## config.mk

```make
export PLATFORM = sky130hd
export DESIGN_NAME = draw_board_bg
export DESIGN_NICKNAME = d
export VERILOG_FILES = /design/src/rtl/board_pkg.sv /design/src/rtl/bg_flash_fsm.sv /design/src/rtl/draw_board_bg.sv
export SDC_FILE = /design/constraint.sdc
export NUM_CORES = 1
export LEC_CHECK = 0
export CAP_MARGIN = 0
export CORE_MARGIN = 2
export CORE_UTILIZATION = 48
export CTS_CLUSTER_DIAMETER = 30
export DETAILED_ROUTE_END_ITERATION = 10
export PLACE_DENSITY_LB_ADDON = 0.12
export SYNTH_ARGS = -nofsm -noshare
export SYNTH_HDL_FRONTEND = slang
export SYNTH_HIERARCHICAL = 1
export SYNTH_SLANG_ARGS = --single-unit
```

## constraint.sdc

```tcl
create_clock -name pclk -period 3.7 [get_ports pclk]
set_input_delay 0.37 -clock pclk [delete_from_list [all_inputs] [get_ports pclk]]
set_output_delay 0.37 -clock pclk [all_outputs]
set_load 0.01 [all_outputs]
```

## src/rtl/board_pkg.sv

```systemverilog
// Shared playfield description for the VGA draw stages: screen size, grid,
// frame geometry, palette and the small types used by the background renderer.
package board_pkg;

  // Screen and grid
  localparam int HOR_PIX      = 1024;
  localparam int VER_PIX      = 768;
  localparam int GRID_SIZE    = 16;

  // Outer frame in cells (border included) and border thickness in cells
  localparam int FRAME_X_SIZE = 40;
  localparam int FRAME_Y_SIZE = 20;
  localparam int FRAME_WIDTH  = 1;

  // Palette
  localparam logic [11:0] BORDER_COLOR = 12'h740;
  localparam logic [11:0] BG_COLOR     = 12'hda5;
  localparam logic [11:0] BG_ALT_COLOR = 12'hc94;
  localparam logic [11:0] FLASH_COLOR  = 12'hf00;

  // Border flash timing
  localparam int FLASH_FRAMES = 8;
  localparam int FLASH_COUNT  = 3;

  // Offset that centres a frame of 'cells' grid cells on an axis of 'pix' pixels
  function automatic int frame_offset(input int pix, input int cells, input int grid);
    return (pix - cells * grid) / 2;
  endfunction

  // Derived geometry for the other draw stages
  localparam int X_OUT = frame_offset(HOR_PIX, FRAME_X_SIZE, GRID_SIZE);
  localparam int Y_OUT = frame_offset(VER_PIX, FRAME_Y_SIZE, GRID_SIZE);
  localparam int X_IN  = X_OUT + FRAME_WIDTH * GRID_SIZE;
  localparam int Y_IN  = Y_OUT + FRAME_WIDTH * GRID_SIZE;

  // Border flash sequencer states
  typedef enum logic [1:0] {
    FLASH_IDLE = 2'd0,
    FLASH_ON   = 2'd1,
    FLASH_OFF  = 2'd2
  } flash_state_t;

  // One pixel's worth of timing signals, carried down the pipeline as a unit
  typedef struct packed {
    logic [10:0] hcount;
    logic        hsync;
    logic        hblnk;
    logic [10:0] vcount;
    logic        vsync;
    logic        vblnk;
  } timing_t;

  // First pipeline stage: timing plus everything decoded from the pixel position
  typedef struct packed {
    timing_t     timing;
    logic [6:0]  cell_x;
    logic [5:0]  cell_y;
    logic        border_hit;
    logic        field_hit;
  } stage1_t;

endpackage

```

## src/rtl/bg_flash_fsm.sv

```systemverilog
// Border flash sequencer: on a request it alternates ON and OFF phases of
// PHASE_FRAMES frames each, ON_PHASES times, then returns to idle.
// Outputs are registered and reflect the state the FSM is in.
module bg_flash_fsm
  import board_pkg::*;
#(
  parameter int PHASE_FRAMES = FLASH_FRAMES,
  parameter int ON_PHASES    = FLASH_COUNT
) (
  input  logic pclk,
  input  logic rst,
  input  logic frame_tick,
  input  logic flash_req,
  output logic flash_on,
  output logic flash_busy
);

  localparam int PH_W = (PHASE_FRAMES > 1) ? $clog2(PHASE_FRAMES) : 1;
  localparam int ON_W = $clog2(ON_PHASES + 1);
  localparam logic [PH_W-1:0] PH_LAST = PH_W'(PHASE_FRAMES - 1);
  localparam logic [ON_W-1:0] ON_LAST = ON_W'(ON_PHASES);

  flash_state_t    state_reg, state_next;
  logic [PH_W-1:0] ph_cnt_reg, ph_cnt_next;
  logic [ON_W-1:0] on_cnt_reg, on_cnt_next;
  logic            flash_on_reg, flash_on_next;
  logic            flash_busy_reg, flash_busy_next;

  // State, counters and the registered outputs
  always_ff @(posedge pclk or posedge rst) begin
    if (rst) begin
      state_reg      <= FLASH_IDLE;
      ph_cnt_reg     <= '0;
      on_cnt_reg     <= '0;
      flash_on_reg   <= 1'b0;
      flash_busy_reg <= 1'b0;
    end else begin
      state_reg      <= state_next;
      ph_cnt_reg     <= ph_cnt_next;
      on_cnt_reg     <= on_cnt_next;
      flash_on_reg   <= flash_on_next;
      flash_busy_reg <= flash_busy_next;
    end
  end

  // Next state: requests only start from idle; phases advance on frame ticks
  always_comb begin
    state_next  = state_reg;
    ph_cnt_next = ph_cnt_reg;
    on_cnt_next = on_cnt_reg;
    unique case (state_reg)
      FLASH_IDLE: begin
        // A tick arriving with the request is not counted: the phase starts at 0
        if (flash_req) begin
          state_next  = FLASH_ON;
          ph_cnt_next = '0;
          on_cnt_next = ON_W'(1);
        end
      end
      FLASH_ON: begin
        if (frame_tick) begin
          if (ph_cnt_reg == PH_LAST) begin
            ph_cnt_next = '0;
            state_next  = FLASH_OFF;
          end else begin
            ph_cnt_next = ph_cnt_reg + PH_W'(1);
          end
        end
      end
      FLASH_OFF: begin
        if (frame_tick) begin
          if (ph_cnt_reg == PH_LAST) begin
            ph_cnt_next = '0;
            if (on_cnt_reg == ON_LAST) begin
              state_next  = FLASH_IDLE;
              on_cnt_next = '0;
            end else begin
              state_next  = FLASH_ON;
              on_cnt_next = on_cnt_reg + ON_W'(1);
            end
          end else begin
            ph_cnt_next = ph_cnt_reg + PH_W'(1);
          end
        end
      end
      default: begin
        state_next  = FLASH_IDLE;
        ph_cnt_next = '0;
        on_cnt_next = '0;
      end
    endcase
  end

  // Outputs decoded from the upcoming state so the registers match the state register
  always_comb begin
    flash_on_next   = (state_next == FLASH_ON);
    flash_busy_next = (state_next != FLASH_IDLE);
  end

  assign flash_on   = flash_on_reg;
  assign flash_busy = flash_busy_reg;

endmodule

```

## src/rtl/draw_board_bg.sv

```systemverilog
// Playfield background renderer. Two-stage pipeline directly behind the VGA
// timing generator: stage 1 decodes position (cell, border, field), stage 2
// picks the colour. Timing, colour and cell outputs all leave together.
module draw_board_bg #(
  parameter int          HOR_PIX      = board_pkg::HOR_PIX,
  parameter int          VER_PIX      = board_pkg::VER_PIX,
  parameter int          GRID_SIZE    = board_pkg::GRID_SIZE,
  parameter int          FRAME_X_SIZE = board_pkg::FRAME_X_SIZE,
  parameter int          FRAME_Y_SIZE = board_pkg::FRAME_Y_SIZE,
  parameter int          FRAME_WIDTH  = board_pkg::FRAME_WIDTH,
  parameter logic [11:0] BORDER_COLOR = board_pkg::BORDER_COLOR,
  parameter logic [11:0] BG_COLOR     = board_pkg::BG_COLOR,
  parameter logic [11:0] BG_ALT_COLOR = board_pkg::BG_ALT_COLOR,
  parameter logic [11:0] FLASH_COLOR  = board_pkg::FLASH_COLOR,
  parameter int          FLASH_FRAMES = board_pkg::FLASH_FRAMES,
  parameter int          FLASH_COUNT  = board_pkg::FLASH_COUNT
) (
  input  logic        pclk,
  input  logic        rst,
  input  logic [10:0] hcount_in,
  input  logic        hsync_in,
  input  logic        hblnk_in,
  input  logic [10:0] vcount_in,
  input  logic        vsync_in,
  input  logic        vblnk_in,
  input  logic        checker_en,
  input  logic        flash_req,
  output logic [10:0] hcount_out,
  output logic        hsync_out,
  output logic        hblnk_out,
  output logic [10:0] vcount_out,
  output logic        vsync_out,
  output logic        vblnk_out,
  output logic [11:0] rgb_out,
  output logic [6:0]  cell_x,
  output logic [5:0]  cell_y,
  output logic        in_field,
  output logic        flash_busy
);

  import board_pkg::timing_t;
  import board_pkg::stage1_t;
  import board_pkg::frame_offset;

  // Geometry, all resolved at elaboration time
  localparam int SHIFT = $clog2(GRID_SIZE);
  localparam int X_OUT = frame_offset(HOR_PIX, FRAME_X_SIZE, GRID_SIZE);
  localparam int Y_OUT = frame_offset(VER_PIX, FRAME_Y_SIZE, GRID_SIZE);
  localparam int X_IN  = X_OUT + FRAME_WIDTH * GRID_SIZE;
  localparam int Y_IN  = Y_OUT + FRAME_WIDTH * GRID_SIZE;

  // Half-open ranges [lo, hi) on 11-bit unsigned counters
  localparam logic [10:0] OUT_X_LO = 11'(X_OUT);
  localparam logic [10:0] OUT_X_HI = 11'(HOR_PIX - X_OUT);
  localparam logic [10:0] OUT_Y_LO = 11'(Y_OUT);
  localparam logic [10:0] OUT_Y_HI = 11'(VER_PIX - Y_OUT);
  localparam logic [10:0] IN_X_LO  = 11'(X_IN);
  localparam logic [10:0] IN_X_HI  = 11'(HOR_PIX - X_IN);
  localparam logic [10:0] IN_Y_LO  = 11'(Y_IN);
  localparam logic [10:0] IN_Y_HI  = 11'(VER_PIX - Y_IN);

  timing_t     timing_in;
  stage1_t     s1_next, s1_reg;
  timing_t     s2_timing_reg;
  logic [6:0]  s2_cell_x_reg;
  logic [5:0]  s2_cell_y_reg;
  logic        s2_field_reg;
  logic [11:0] rgb_next, rgb_reg;
  logic        in_outer, in_inner;
  logic        vsync_prev_reg;
  logic        frame_tick_reg;
  logic        chk_act_reg;
  logic        flash_on;

  assign timing_in = '{
    hcount: hcount_in,
    hsync:  hsync_in,
    hblnk:  hblnk_in,
    vcount: vcount_in,
    vsync:  vsync_in,
    vblnk:  vblnk_in
  };

  // Position decode for the incoming pixel: outer frame box and inner field box
  always_comb begin
    in_outer = (hcount_in >= OUT_X_LO) && (hcount_in < OUT_X_HI) &&
               (vcount_in >= OUT_Y_LO) && (vcount_in < OUT_Y_HI);
    in_inner = (hcount_in >= IN_X_LO) && (hcount_in < IN_X_HI) &&
               (vcount_in >= IN_Y_LO) && (vcount_in < IN_Y_HI);
    s1_next            = '0;
    s1_next.timing     = timing_in;
    s1_next.cell_x     = 7'(hcount_in >> SHIFT);
    s1_next.cell_y     = 6'(vcount_in >> SHIFT);
    s1_next.border_hit = in_outer && !in_inner;
    s1_next.field_hit  = in_inner;
  end

  // Stage 1 register
  always_ff @(posedge pclk or posedge rst) begin
    if (rst) begin
      s1_reg <= '0;
    end else begin
      s1_reg <= s1_next;
    end
  end

  // Colour choice: blanking, then border (flashing or not), then checker, then plain field
  always_comb begin
    rgb_next = 12'h000;
    if (s1_reg.timing.hblnk || s1_reg.timing.vblnk) begin
      rgb_next = 12'h000;
    end else if (s1_reg.border_hit) begin
      rgb_next = flash_on ? FLASH_COLOR : BORDER_COLOR;
    end else if (s1_reg.field_hit && chk_act_reg &&
                 (s1_reg.cell_x[0] ^ s1_reg.cell_y[0])) begin
      rgb_next = BG_ALT_COLOR;
    end else begin
      rgb_next = BG_COLOR;
    end
  end

  // Stage 2 register: colour plus everything that must stay aligned with it
  always_ff @(posedge pclk or posedge rst) begin
    if (rst) begin
      s2_timing_reg <= '0;
      s2_cell_x_reg <= '0;
      s2_cell_y_reg <= '0;
      s2_field_reg  <= 1'b0;
      rgb_reg       <= '0;
    end else begin
      s2_timing_reg <= s1_reg.timing;
      s2_cell_x_reg <= s1_reg.cell_x;
      s2_cell_y_reg <= s1_reg.cell_y;
      s2_field_reg  <= s1_reg.field_hit;
      rgb_reg       <= rgb_next;
    end
  end

  // Frame boundary detect: one-cycle pulse after each rising edge of vsync
  always_ff @(posedge pclk or posedge rst) begin
    if (rst) begin
      vsync_prev_reg <= 1'b0;
      frame_tick_reg <= 1'b0;
    end else begin
      vsync_prev_reg <= vsync_in;
      frame_tick_reg <= vsync_in && !vsync_prev_reg;
    end
  end

  // Checker mode only changes between frames so a frame is never half-checkered
  always_ff @(posedge pclk or posedge rst) begin
    if (rst) begin
      chk_act_reg <= 1'b0;
    end else if (frame_tick_reg) begin
      chk_act_reg <= checker_en;
    end
  end

  bg_flash_fsm #(
    .PHASE_FRAMES (FLASH_FRAMES),
    .ON_PHASES    (FLASH_COUNT)
  ) u_flash (
    .pclk       (pclk),
    .rst        (rst),
    .frame_tick (frame_tick_reg),
    .flash_req  (flash_req),
    .flash_on   (flash_on),
    .flash_busy (flash_busy)
  );

  assign hcount_out = s2_timing_reg.hcount;
  assign hsync_out  = s2_timing_reg.hsync;
  assign hblnk_out  = s2_timing_reg.hblnk;
  assign vcount_out = s2_timing_reg.vcount;
  assign vsync_out  = s2_timing_reg.vsync;
  assign vblnk_out  = s2_timing_reg.vblnk;
  assign rgb_out    = rgb_reg;
  assign cell_x     = s2_cell_x_reg;
  assign cell_y     = s2_cell_y_reg;
  assign in_field   = s2_field_reg;

endmodule

```

## Word-level counts from Yosys, hierarchy flattened

Index checks and enable logic that the tools add are counted.

| cells by class | value |
|---|---|
| $add $sub $neg | 2 |
| $lt $le $gt $ge | 8 |
| eq/ne operators | 9 |
| mux-type cells | 20 |
| bitwise gates (word level) | 2 |
| reduce and logical (&&, ||, !) cells | 18 |

Operators by type and width:

| cell | number |
|---|---|
| >= comparator 11 x 8 -> 1 bit (second input constant) | 4 |
| < comparator 11 x 10 -> 1 bit (second input constant) | 4 |
| 2-to-1 mux 12 bit | 3 |
| 2-to-1 mux 2 bit | 9 |
| one-hot mux 2 bit (3 select lines) | 2 |
| logical AND 1 bit | 10 |
| 2-to-1 mux 3 bit | 3 |
| 2-to-1 mux 9 bit | 1 |
| one-hot mux 3 bit (2 select lines) | 1 |
| equality test 2 x 1 -> 1 bit (second input constant) | 2 |
| equality test 2 bit (second input constant) | 2 |
| != test 2 x 1 -> 1 bit (second input constant) | 2 |
| != test 2 bit (second input constant) | 2 |
| AND reduction 4 bit | 1 |
| adder 3 x 1 -> 3 bit (second input constant) | 1 |
| equality test 3 bit (second input constant) | 1 |
| adder 2 x 1 -> 2 bit (second input constant) | 1 |
| zero test 1 bit | 2 |
| zero test 2 bit | 1 |
| AND reduction 2 bit | 1 |
| nonzero test 2 bit | 1 |
| OR reduction 2 bit | 1 |
| logical OR 1 bit | 1 |
| 2-to-1 mux 1 bit | 1 |
| other kinds (2) | 2 |

| storage, ports and cells | value |
|---|---|
| flip-flop bits (word level) | 104 |
| bits of input ports | 30 |
| logic and storage cells | 86 |

## Depth between registers and ports, before layout

Gate-level depths: netlist of run 1.

| depth | value |
|---|---|
| depth after elaboration | 6 |
| depth in mapped cells | 5 |
| depth with buffers taken out | 5 |

## Hierarchy

Netlist of run 1, hierarchy kept.

By module, submodules not included:

| module | instances | cells each | area each (um^2) | sequential area each (um^2) |
|---|---|---|---|---|
| draw_board_bg | 1 | 114 | 1,965.6 | 1,626.6 |
| bg_flash_fsm | 1 | 53 | 568.0 | 225.2 |

## Worst setup path after synthesis of run 1

No wires, ideal clock.

| path | value |
|---|---|
| path type | register -> register |
| start point | reg u_flash.state_reg[0] |
| end point | reg u_flash.flash_on_reg, in the netlist u_flash/flash_on |
| data arrival time | 1.430 ns |
| data required time | 3.606 ns |
| setup slack | 2.177 ns |
| stages on the path, launching flop included | 6 |
| cell sequence | dfrtp_1 inv_1 ha_1 nor2b_1 or3_1 a221oi_2 |

| on the way | value |
|---|---|
| word-level cells in the longest chain between the ends | 4 |
| elaborated cells on any way between the ends | 10 |
| classes of those cells | 3 x eq/ne; 6 x mux; 1 x reduce/logical |

RTL lines:

| item | line | text |
|---|---|---|
| start: declaration | bg_flash_fsm.sv:23 | `flash_state_t state_reg, state_next;` |
| start signal: assignment | bg_flash_fsm.sv:38 | `state_reg <= state_next;` |
| 2-to-1 mux 2 bit (on tied branches) | bg_flash_fsm.sv:72, bg_flash_fsm.sv:62 |  |
| 2-to-1 mux 2 bit (on tied branches) | bg_flash_fsm.sv:71, bg_flash_fsm.sv:61 |  |
| one-hot mux 2 bit (3 select lines) * | bg_flash_fsm.sv:51 | `unique case (state_reg)` |
| equality test 2 x 1 -> 1 bit * | bg_flash_fsm.sv:96 | `flash_on_next = (state_next == FLASH_ON);` |
| via u_flash.flash_on_next | bg_flash_fsm.sv:26 | `logic flash_on_reg, flash_on_next;` |
| end signal: assignment | bg_flash_fsm.sv:41 | `flash_on_reg <= flash_on_next;` |
| end: declaration | bg_flash_fsm.sv:26 |  |

The timed path passes the listed nets; every way through them passes the cells marked *.
A chain may end at the register's enable or synchronous reset.

## Worst setup path in the final report of run 1

Ends and elaborated chain as after synthesis.

==> flow_metrics.env, run 1 <==
export IMPL_wl_per_cell_um=14.7
export IMPL_grt_use_total=0.174
export IMPL_whs_ns=0.341
export IMPL_ctsResizeCount=0
export IMPL_post_route_period_util=0.460
export IMPL_cts_buffers=9
export IMPL_worst_ep_required_time_ns=3.95
export IMPL_clock_sinks=74
export IMPL_num_antenna_cells=0
export IMPL_crit_path_cell_trace="inv_1, ha_1, nor2b_1, or3_1, a221oi_2"
export IMPL_hold_path_class="reg2reg"
export IMPL_min_period_ns=1.70
export IMPL_critPathMaxStageDelay_ns=0.45
export IMPL_drv_slew=0
export IMPL_largest_reg_flops=27
export IMPL_totalWireLength_um=4680
export IMPL_critPathLaunchType="register"
export IMPL_hold_depth=0
export IMPL_cts_htree_levels=3
export IMPL_cts_root_buf="clkbuf_8"
export IMPL_finalNetCount=281
export IMPL_synth_avg_cell_area_um2=15.2
export IMPL_first_pass_iters=4
export IMPL_port_buffers=80
export IMPL_drt_iter0_markers=41
export IMPL_grt_pass1_vias=1592
export IMPL_synth_top_area_cell="dfrtp_1"
export IMPL_overflow=0
export IMPL_cts_tree="built"
export IMPL_grt_max_degree=41
export IMPL_critPathMaxFanout=6
export IMPL_netlist_top_cells_count="dfrtp_1 (74), buf_4 (17), ha_1 (8), inv_1 (7), nor2_1 (6)"
export IMPL_ys_seq_area_frac=0.731
export IMPL_criticalPathCategory="reg2reg"
export IMPL_post_cts_buffers=0
export IMPL_synth_edf_count=0
export IMPL_cts_buffer_depth=2
export IMPL_grt_pass1_wl_um=7560
export IMPL_end_kind="register"
export IMPL_ant_nets=0
export IMPL_leakagePower_uw=0.00157
export IMPL_max_freq_ghz=0.588
export IMPL_synthTopCellsByArea="dfrtp_1 (73%), buf_4 (5.0%), ha_1 (4.0%)"
export IMPL_ys_ff_latch=74
export IMPL_cp_arrival_ns=1.95
export IMPL_num_fill_cells=368
export IMPL_status="finished clean"
export IMPL_die_w_um=76.7
export IMPL_clkLatencyLatePin_ns=0.35
export IMPL_rsz0062_at_grt="false"
export IMPL_syn2layout_area_growth_pct=39.5
export IMPL_clkSlewWorstSetupHoldPaths_ns=0.07
export IMPL_reg2reg_depth=5
export IMPL_globalplace_congestion=0.791
export IMPL_netlist_instances=167
export IMPL_fp_row_count=26
export IMPL_initial_core_util=0.496
export IMPL_slew_headroom=0.479
export IMPL_die_area_mm2=0.00588
export IMPL_drc=0
export IMPL_cp_slowest_cell="dfrtp_1"
export IMPL_yosys_warnings=6
export IMPL_synth_flop_cell="dfrtp_1"
export IMPL_dpl_hpwl_um=3480
export IMPL_antenna_found_initial=0
export IMPL_yosysUniqueCellTypes=41
export IMPL_via_per_inst=4.88
export IMPL_yosys_cell_count_top_type="dfrtp_1"
export IMPL_async_flop_share=1.00
export IMPL_setup_tns_ns=0
export IMPL_max_cap_viol_count=0
export IMPL_power_density_mw_per_mm2=540
export IMPL_hold_viol=0
export IMPL_hold_buffers=0
export IMPL_min_to="vcount_out[1]"
export IMPL_setup_viol=0
export IMPL_die_h_um=76.7
export IMPL_yosys_area_top_type_share=0.731
export IMPL_fp_coreArea_mm2=0.00511
export IMPL_fin_util=0.692
export IMPL_io_pins=83
export IMPL_vias=1551
export IMPL_syn_area_mm2=0.00253
export IMPL_clock_skew_ns=0.00854
export IMPL_r2r_setup_slack_ns=2.00
export IMPL_r2r_start="u_flash/state_reg[0]"
export IMPL_holdCritStartpoint="s1_reg[18]"
export IMPL_ir_drop_mv=0.327
export IMPL_rr_endpoint="u_flash/flash_on"
export IMPL_drive_gt1_frac=0.113
export IMPL_tightest_slew_ns=0.780
[how the worst max path moves through the flow]
stage,start,depth (start not counted),to,slack [ns]
floorplan,rst,1,cell_x[0],1.70
global placement,hcount_in[4],5,s1_reg[1],1.81
detailed placement,vcount_in[9],5,s1_reg[1],1.77
CTS,u_flash/state_reg[0],5,u_flash/flash_on,2.03
global route,u_flash/state_reg[0],5,u_flash/flash_busy,1.93
finish,u_flash/state_reg[0],5,u_flash/flash_on,2.00
[final cells by class]
cell class | count | area (µm²) | area share
Tap cell | 70 | 87.6 | 0.0248
Sequential cell | 74 | 1850 | 0.524
Timing Repair Buffer | 81 | 808 | 0.229
Inverter | 7 | 26.3 | 0.00743
Clock inverter | 4 | 73.8 | 0.0209
Multi-Input combinational cell | 70 | 532 | 0.150
Clock buffer | 12 | 155 | 0.0439
[where the power goes]
part           switching (µW)  internal (µW)
Combinational             139            159
Sequential               42.2            877
Clock                     277            417
Total                     458           1450
[placed cells by master (no fill, tap or decap), types with 2 or more instances in the layout]
cell / Yosys / routed
and2_1: 2 / 2
dfrtp_1: 74 / 74
or4_1: 2 / 2
conb_1: 1 / 2
clkbuf_8: 0 / 11
o21ai_0: 3 / 3
inv_1: 7 / 6
o21a_1: 3 / 3
a31oi_1: 5 / 5
nor2_1: 6 / 6
a22o_1: 2 / 2
ha_1: 8 / 8
bufinv_16: 0 / 2
nor3_1: 3 / 3
clkdlybuf4s50_1: 0 / 80
nor2b_1: 3 / 3
nand4_1: 2 / 2
nand2_1: 4 / 4
[through the flow]
| stage | instance area, µm² | total power (µW) | setup WS [ns] | cells |
|---|---|---|---|---|
| floorplan | 2540 | 1100 | 1.70 | 168 |
| global placement | 3310 | 1210 | 1.81 | 302 |
| detailed placement | 3310 | 1230 | 1.77 | 302 |
| CTS | 3530 | 1930 | 2.03 | 318 |
| global route | 3530 | 2010 | 1.93 | 318 |
| finish | 3530 | 1910 | 2.00 | 318 |
[cell families (layout without fill, tap and decap cells)]
group | Yosys count | after routing | synth area share
other | 1 | 2 | 0.00148
muxes | 2 | 2 | 0.00839
and+or+nand+nor | 32 | 32 | 0.0756
xor gates and xnor gates | 1 | 1 | 0.00346
DFF | 74 | 74 | 0.731
adders and majority gates | 8 | 8 | 0.0395
AOI/OAI and AO/OA | 25 | 25 | 0.0800
buffers and inverters | 24 | 104 | 0.0607
[worst max-delay path: cells and delay by family (launching register included)]
family / cells / cell delay (ns)
AND/OR/NAND/NOR: 2 / 0.58
flip-flops: 1 / 0.45
adder cells (fa/ha/maj): 1 / 0.25
buffers and inverters: 1 / 0.09
AO/OA/AOI/OAI: 1 / 0.25
[per-layer routing]
metal  part of all wire  GRT usage  vias to the layer above
met5                  0          0                        -
met1               0.40      0.201                      771
met2               0.51      0.280                       67
li1                   -          -                      705
met3              0.076     0.0882                        8
met4              0.017     0.0655                        0
No activity file was read; power rests on OpenSTA's default activity.
==> run 2, diff against run 1 <==
Settings changed: CORE_UTILIZATION 48 to 45.
Clock period 3.7 ns to 1.76 ns, I/O delays scaled along.
==> flow_metrics.env, run 2 (synthesis results as in run 1) <==
export IMPL_setup_tns_ns=0
export IMPL_num_fill_cells=427
export IMPL_criticalPathCategory="reg2reg"
export IMPL_grt_max_degree=32
export IMPL_finalNetCount=290
export IMPL_p_clk_frac=0.307
export IMPL_path_delay_family="compound AO/OA/AOI/OAI gates"
export IMPL_final_common_cell="clkdlybuf4s50_1"
export IMPL_hold_path_class="in2async"
export IMPL_cts_root_buf="clkbuf_8"
export IMPL_die_area_mm2=0.00625
export IMPL_die_h_um=79.0
export IMPL_p_sw_uw=958
export IMPL_clkLatencyLatePin_ns=0.33
export IMPL_cp_slowest_cell="dfrtp_1"
export IMPL_die_w_um=79.0
export IMPL_fp_coreArea_mm2=0.00547
export IMPL_critPathMaxStageDelay_ns=0.42
export IMPL_post_route_period_util=0.929
export IMPL_largest_reg_flops=27
export IMPL_dpl_hpwl_um=3140
export IMPL_grt_pass1_vias=1496
export IMPL_vias=1513
export IMPL_p_comb_frac=0.177
export IMPL_end_kind="register"
export IMPL_fp_row_count=27
export IMPL_hold_buffers=0
export IMPL_hold_viol=0
export IMPL_swShare=0.258
export IMPL_rsz0062_at_grt="false"
export IMPL_num_antenna_cells=0
export IMPL_post_cts_buffers=0
export IMPL_initial_core_util=0.463
export IMPL_power_internal_uw=2750
export IMPL_drc=0
export IMPL_fin_ws_ns=0.125
export IMPL_globalplace_congestion=0.801
export IMPL_syn2layout_area_growth_pct=41.5
export IMPL_port_buffers=80
export IMPL_grt_pass1_wl_um=6830
export IMPL_layout_common_cells="clkdlybuf4s50_1 (80), dfrtp_1 (74), clkbuf_8 (10)"
export IMPL_worst_path_buf_inv=1
export IMPL_leakagePower_uw=0.00159
export IMPL_clock_skew_ns=0.00574
export IMPL_wl_per_cell_um=13.1
export IMPL_overflow=0
export IMPL_cts_buffers=9
export IMPL_cts_tree="built"
export IMPL_antenna_found_initial=0
export IMPL_drive_gt1_frac=0.148
export IMPL_drv_slew=0
export IMPL_crit_path_cell_trace="buf_4, ha_1, a21boi_2, or3_1, a221oi_2"
export IMPL_worst_ep_required_time_ns=2.00
export IMPL_cts_buffer_depth=2
export IMPL_pre_cts_slack_ns=0.0610
export IMPL_drt_iter0_markers=26
export IMPL_io_pins=83
export IMPL_ir_drop_mv=0.555
export IMPL_totalWireLength_um=4310
export IMPL_max_freq_ghz=0.611
export IMPL_setup_viol=0
export IMPL_cts_htree_levels=3
export IMPL_ctsResizeCount=0
export IMPL_power_frac_seq=0.516
export IMPL_grt_use_total=0.147
export IMPL_critPathMaxFanout=3
export IMPL_critPathLaunchType="register"
export IMPL_max_cap_viol_count=0
export IMPL_power_density_mw_per_mm2=1030
export IMPL_cp_arrival_ns=1.87
export IMPL_status="finished clean"
export IMPL_first_pass_iters=4
export IMPL_clock_sinks=74
export IMPL_min_period_ns=1.64
export IMPL_clkSlewWorstSetupHoldPaths_ns=0.07
export IMPL_via_per_inst=4.60
export IMPL_ant_nets=0
==> run 2: layout make-up <==
cell class,instances,area [µm²],area share
timing repair buffer,90,901,0.251
inverter,7,30.0,0.00838
clock buffer,10,138,0.0384
sequential,74,1850,0.517
multi-input combinational,70,532,0.148
tap,72,90.1,0.0251
clock inverter,6,42.5,0.0119
==> run 2: power groups by stage <==
stage	clock [µW]	sequential (µW)	combinational [µW]
floorplan	0	1970	342
global placement	0	1940	653
detailed placement	0	1950	663
CTS	1170	1910	666
global route	1250	1930	737
finish	1140	1910	658
==> run 2: path summary, 6_finish.rpt <==
kind                                      start              endpoint  slack, ns  depth (start not counted)
min in group pclk                      hsync_in            s1_reg[29]       0.28                          1
max in group asynchronous                   rst             cell_y[3]       1.03                          3
hold / removal                              rst  u_flash/state_reg[0]       0.22                          2
hold reg to reg                       s1_reg[4]             cell_y[2]       0.34                          0
setup / recovery           u_flash/state_reg[1]      u_flash/flash_on       0.12                          5
setup reg to reg           u_flash/state_reg[1]      u_flash/flash_on       0.12                          5
==> run 2: worst reg2reg max path: stages (launching register included) <==
cell and delay, ns:
dfrtp_1 0.42, buf_4 0.15, ha_1 0.21, a21boi_2 0.17, or3_1 0.33, a221oi_2 0.26
==> run 2: metal layers <==
metal | GRT usage | share of wire
met1 | 0.196 | 0.46
met4 | 0.0776 | 0.010
met3 | 0.0375 | 0.064
met2 | 0.223 | 0.47
met5 | 0 | 0
==> run 2: stage by stage <==
stage	hold WS [ns]	util	power [µW]	instances	area, µm²
finish	0.224	0.655	3710	329	3580
floorplan	0.00392	-	2310	168	2540
detailed placement	0.336	0.619	2610	311	3390
global route	0.251	0.655	3910	329	3580
global placement	0.331	0.619	2590	311	3390
CTS	0.218	0.652	3750	327	3570
==> run 3, diff against run 2 <==
Settings changed: CORE_ASPECT_RATIO from default to 1.1.
==> flow_metrics.env, run 3 (synthesis results as in run 1) <==
export IMPL_status="finished clean"
export IMPL_post_route_period_util=0.921
export IMPL_grt_pass1_vias=1474
export IMPL_layoutNonFillerInstCount=330
export IMPL_end_kind="register"
export IMPL_cts_buffers=9
export IMPL_syn2layout_area_growth_pct=41.7
export IMPL_setup_viol=0
export IMPL_min_period_ns=1.62
export IMPL_rr_endpoint="u_flash/flash_on"
export IMPL_clock_sinks=74
export IMPL_globalplace_congestion=0.798
export IMPL_ant_nets=0
export IMPL_cp_arrival_ns=1.85
export IMPL_drive_gt1_frac=0.145
export IMPL_port_buffers=80
export IMPL_r2r_setup_slack_ns=0.14
export IMPL_cts_tree="built"
export IMPL_fin_ws_ns=0.138
export IMPL_hold_buffers=0
export IMPL_pre_cts_slack_ns=0.0694
export IMPL_cts_root_buf="clkbuf_8"
export IMPL_hold_path_class="in2async"
export IMPL_initial_core_util=0.470
export IMPL_final_common_cell="clkdlybuf4s50_1"
export IMPL_multiInputGateArea_um2=538
export IMPL_criticalPathCategory="reg2reg"
export IMPL_num_fill_cells=431
export IMPL_setup_tns_ns=0
export IMPL_hold_viol=0
export IMPL_first_pass_iters=6
export IMPL_totalWireLength_um=4320
export IMPL_cts_htree_levels=3
export IMPL_num_antenna_cells=0
export IMPL_power_density_mw_per_mm2=1080
export IMPL_final_seq_area_mm2=0.00185
export IMPL_worst_ep_required_time_ns=1.99
export IMPL_via_per_inst=4.60
export IMPL_rsz0062_at_grt="false"
export IMPL_wl_per_cell_um=13.1
export IMPL_drv_slew=0
export IMPL_r2r_start="u_flash/state_reg[1]"
export IMPL_fp_coreArea_mm2=0.00540
export IMPL_overflow=0
export IMPL_io_pins=83
export IMPL_drt_iter0_markers=67
export IMPL_reg2reg_depth=4
export IMPL_ctsResizeCount=0
export IMPL_antenna_found_initial=0
export IMPL_critPathMaxFanout=7
export IMPL_die_area_mm2=0.00625
export IMPL_leakagePower_uw=0.00159
export IMPL_largest_reg_flops=27
export IMPL_clkSlewWorstSetupHoldPaths_ns=0.08
export IMPL_post_cts_buffers=0
export IMPL_fp_row_count=28
export IMPL_dpl_hpwl_um=3130
export IMPL_max_freq_ghz=0.617
export IMPL_layout_common_cells="clkdlybuf4s50_1 (80), dfrtp_1 (74), clkbuf_8 (10)"
export IMPL_die_h_um=82.7
export IMPL_grt_pass1_wl_um=7000
export IMPL_drc=0
export IMPL_finalNetCount=288
export IMPL_clkLatencyLatePin_ns=0.33
export IMPL_grt_max_degree=46
export IMPL_cts_buffer_depth=2
export IMPL_grt_use_total=0.157
export IMPL_placed_cells=314
export IMPL_clock_skew_ns=0.00670
export IMPL_vias=1519
export IMPL_die_w_um=75.5
export IMPL_critPathLaunchType="register"
export IMPL_max_cap_viol_count=0
export IMPL_ir_drop_mv=0.656
[run 3: worst max-delay path by stage]
stage	startpoint	to	cells after the start
2_1_floorplan	u_flash/state_reg[0]	u_flash/flash_on	5
3_3_place_gp	hcount_in[5]	s1_reg[1]	5
3_5_place_dp	hcount_in[5]	s1_reg[1]	5
4_1_cts	u_flash/state_reg[1]	u_flash/flash_on	4
5_1_grt	u_flash/state_reg[1]	u_flash/flash_on	5
6_report	u_flash/state_reg[1]	u_flash/flash_on	4
[run 3: final cells by class]
cell class                      count  area share
Clock buffer                       10      0.0383
Clock inverter                      6      0.0181
Inverter                            7     0.00837
Multi-Input combinational cell     70       0.150
Sequential cell                    74       0.516
Tap cell                           75      0.0261
Timing Repair Buffer               88       0.243
[run 3: per-layer routing]
layer	vias to the layer above	GRT usage	routed length (µm)
met5	-	0	0
met4	0	0.0684	25
met3	2	0.0595	311
met2	61	0.234	2020
met1	734	0.205	1960
li1	722	-	-
[run 3: metrics by stage]
stage                     total power, µW  cell area, µm²  hold WS, ns  utilization
after floorplan                      2310            2540      0.00392            -
after global placement               2610            3380        0.332        0.627
after detailed placement             2620            3380        0.335        0.627
after CTS                            3920            3580        0.215        0.664
after global routing                 4090            3590        0.231        0.665
final                                3860            3590        0.209        0.665
[run 3: power breakdown]
part | internal [µW] | switching, µW | total (µW)
Sequential | 1840 | 71.3 | 1920
Clock | 695 | 585 | 1280
Combinational | 368 | 301 | 669
Total | 2910 | 957 | 3860
[run 3: critical path, stage by stage (launching register included)]
cell and delay (ns):
dfrtp_1 0.43, ha_1 0.30, a21boi_2 0.20, or3_1 0.33, a221oi_2 0.27
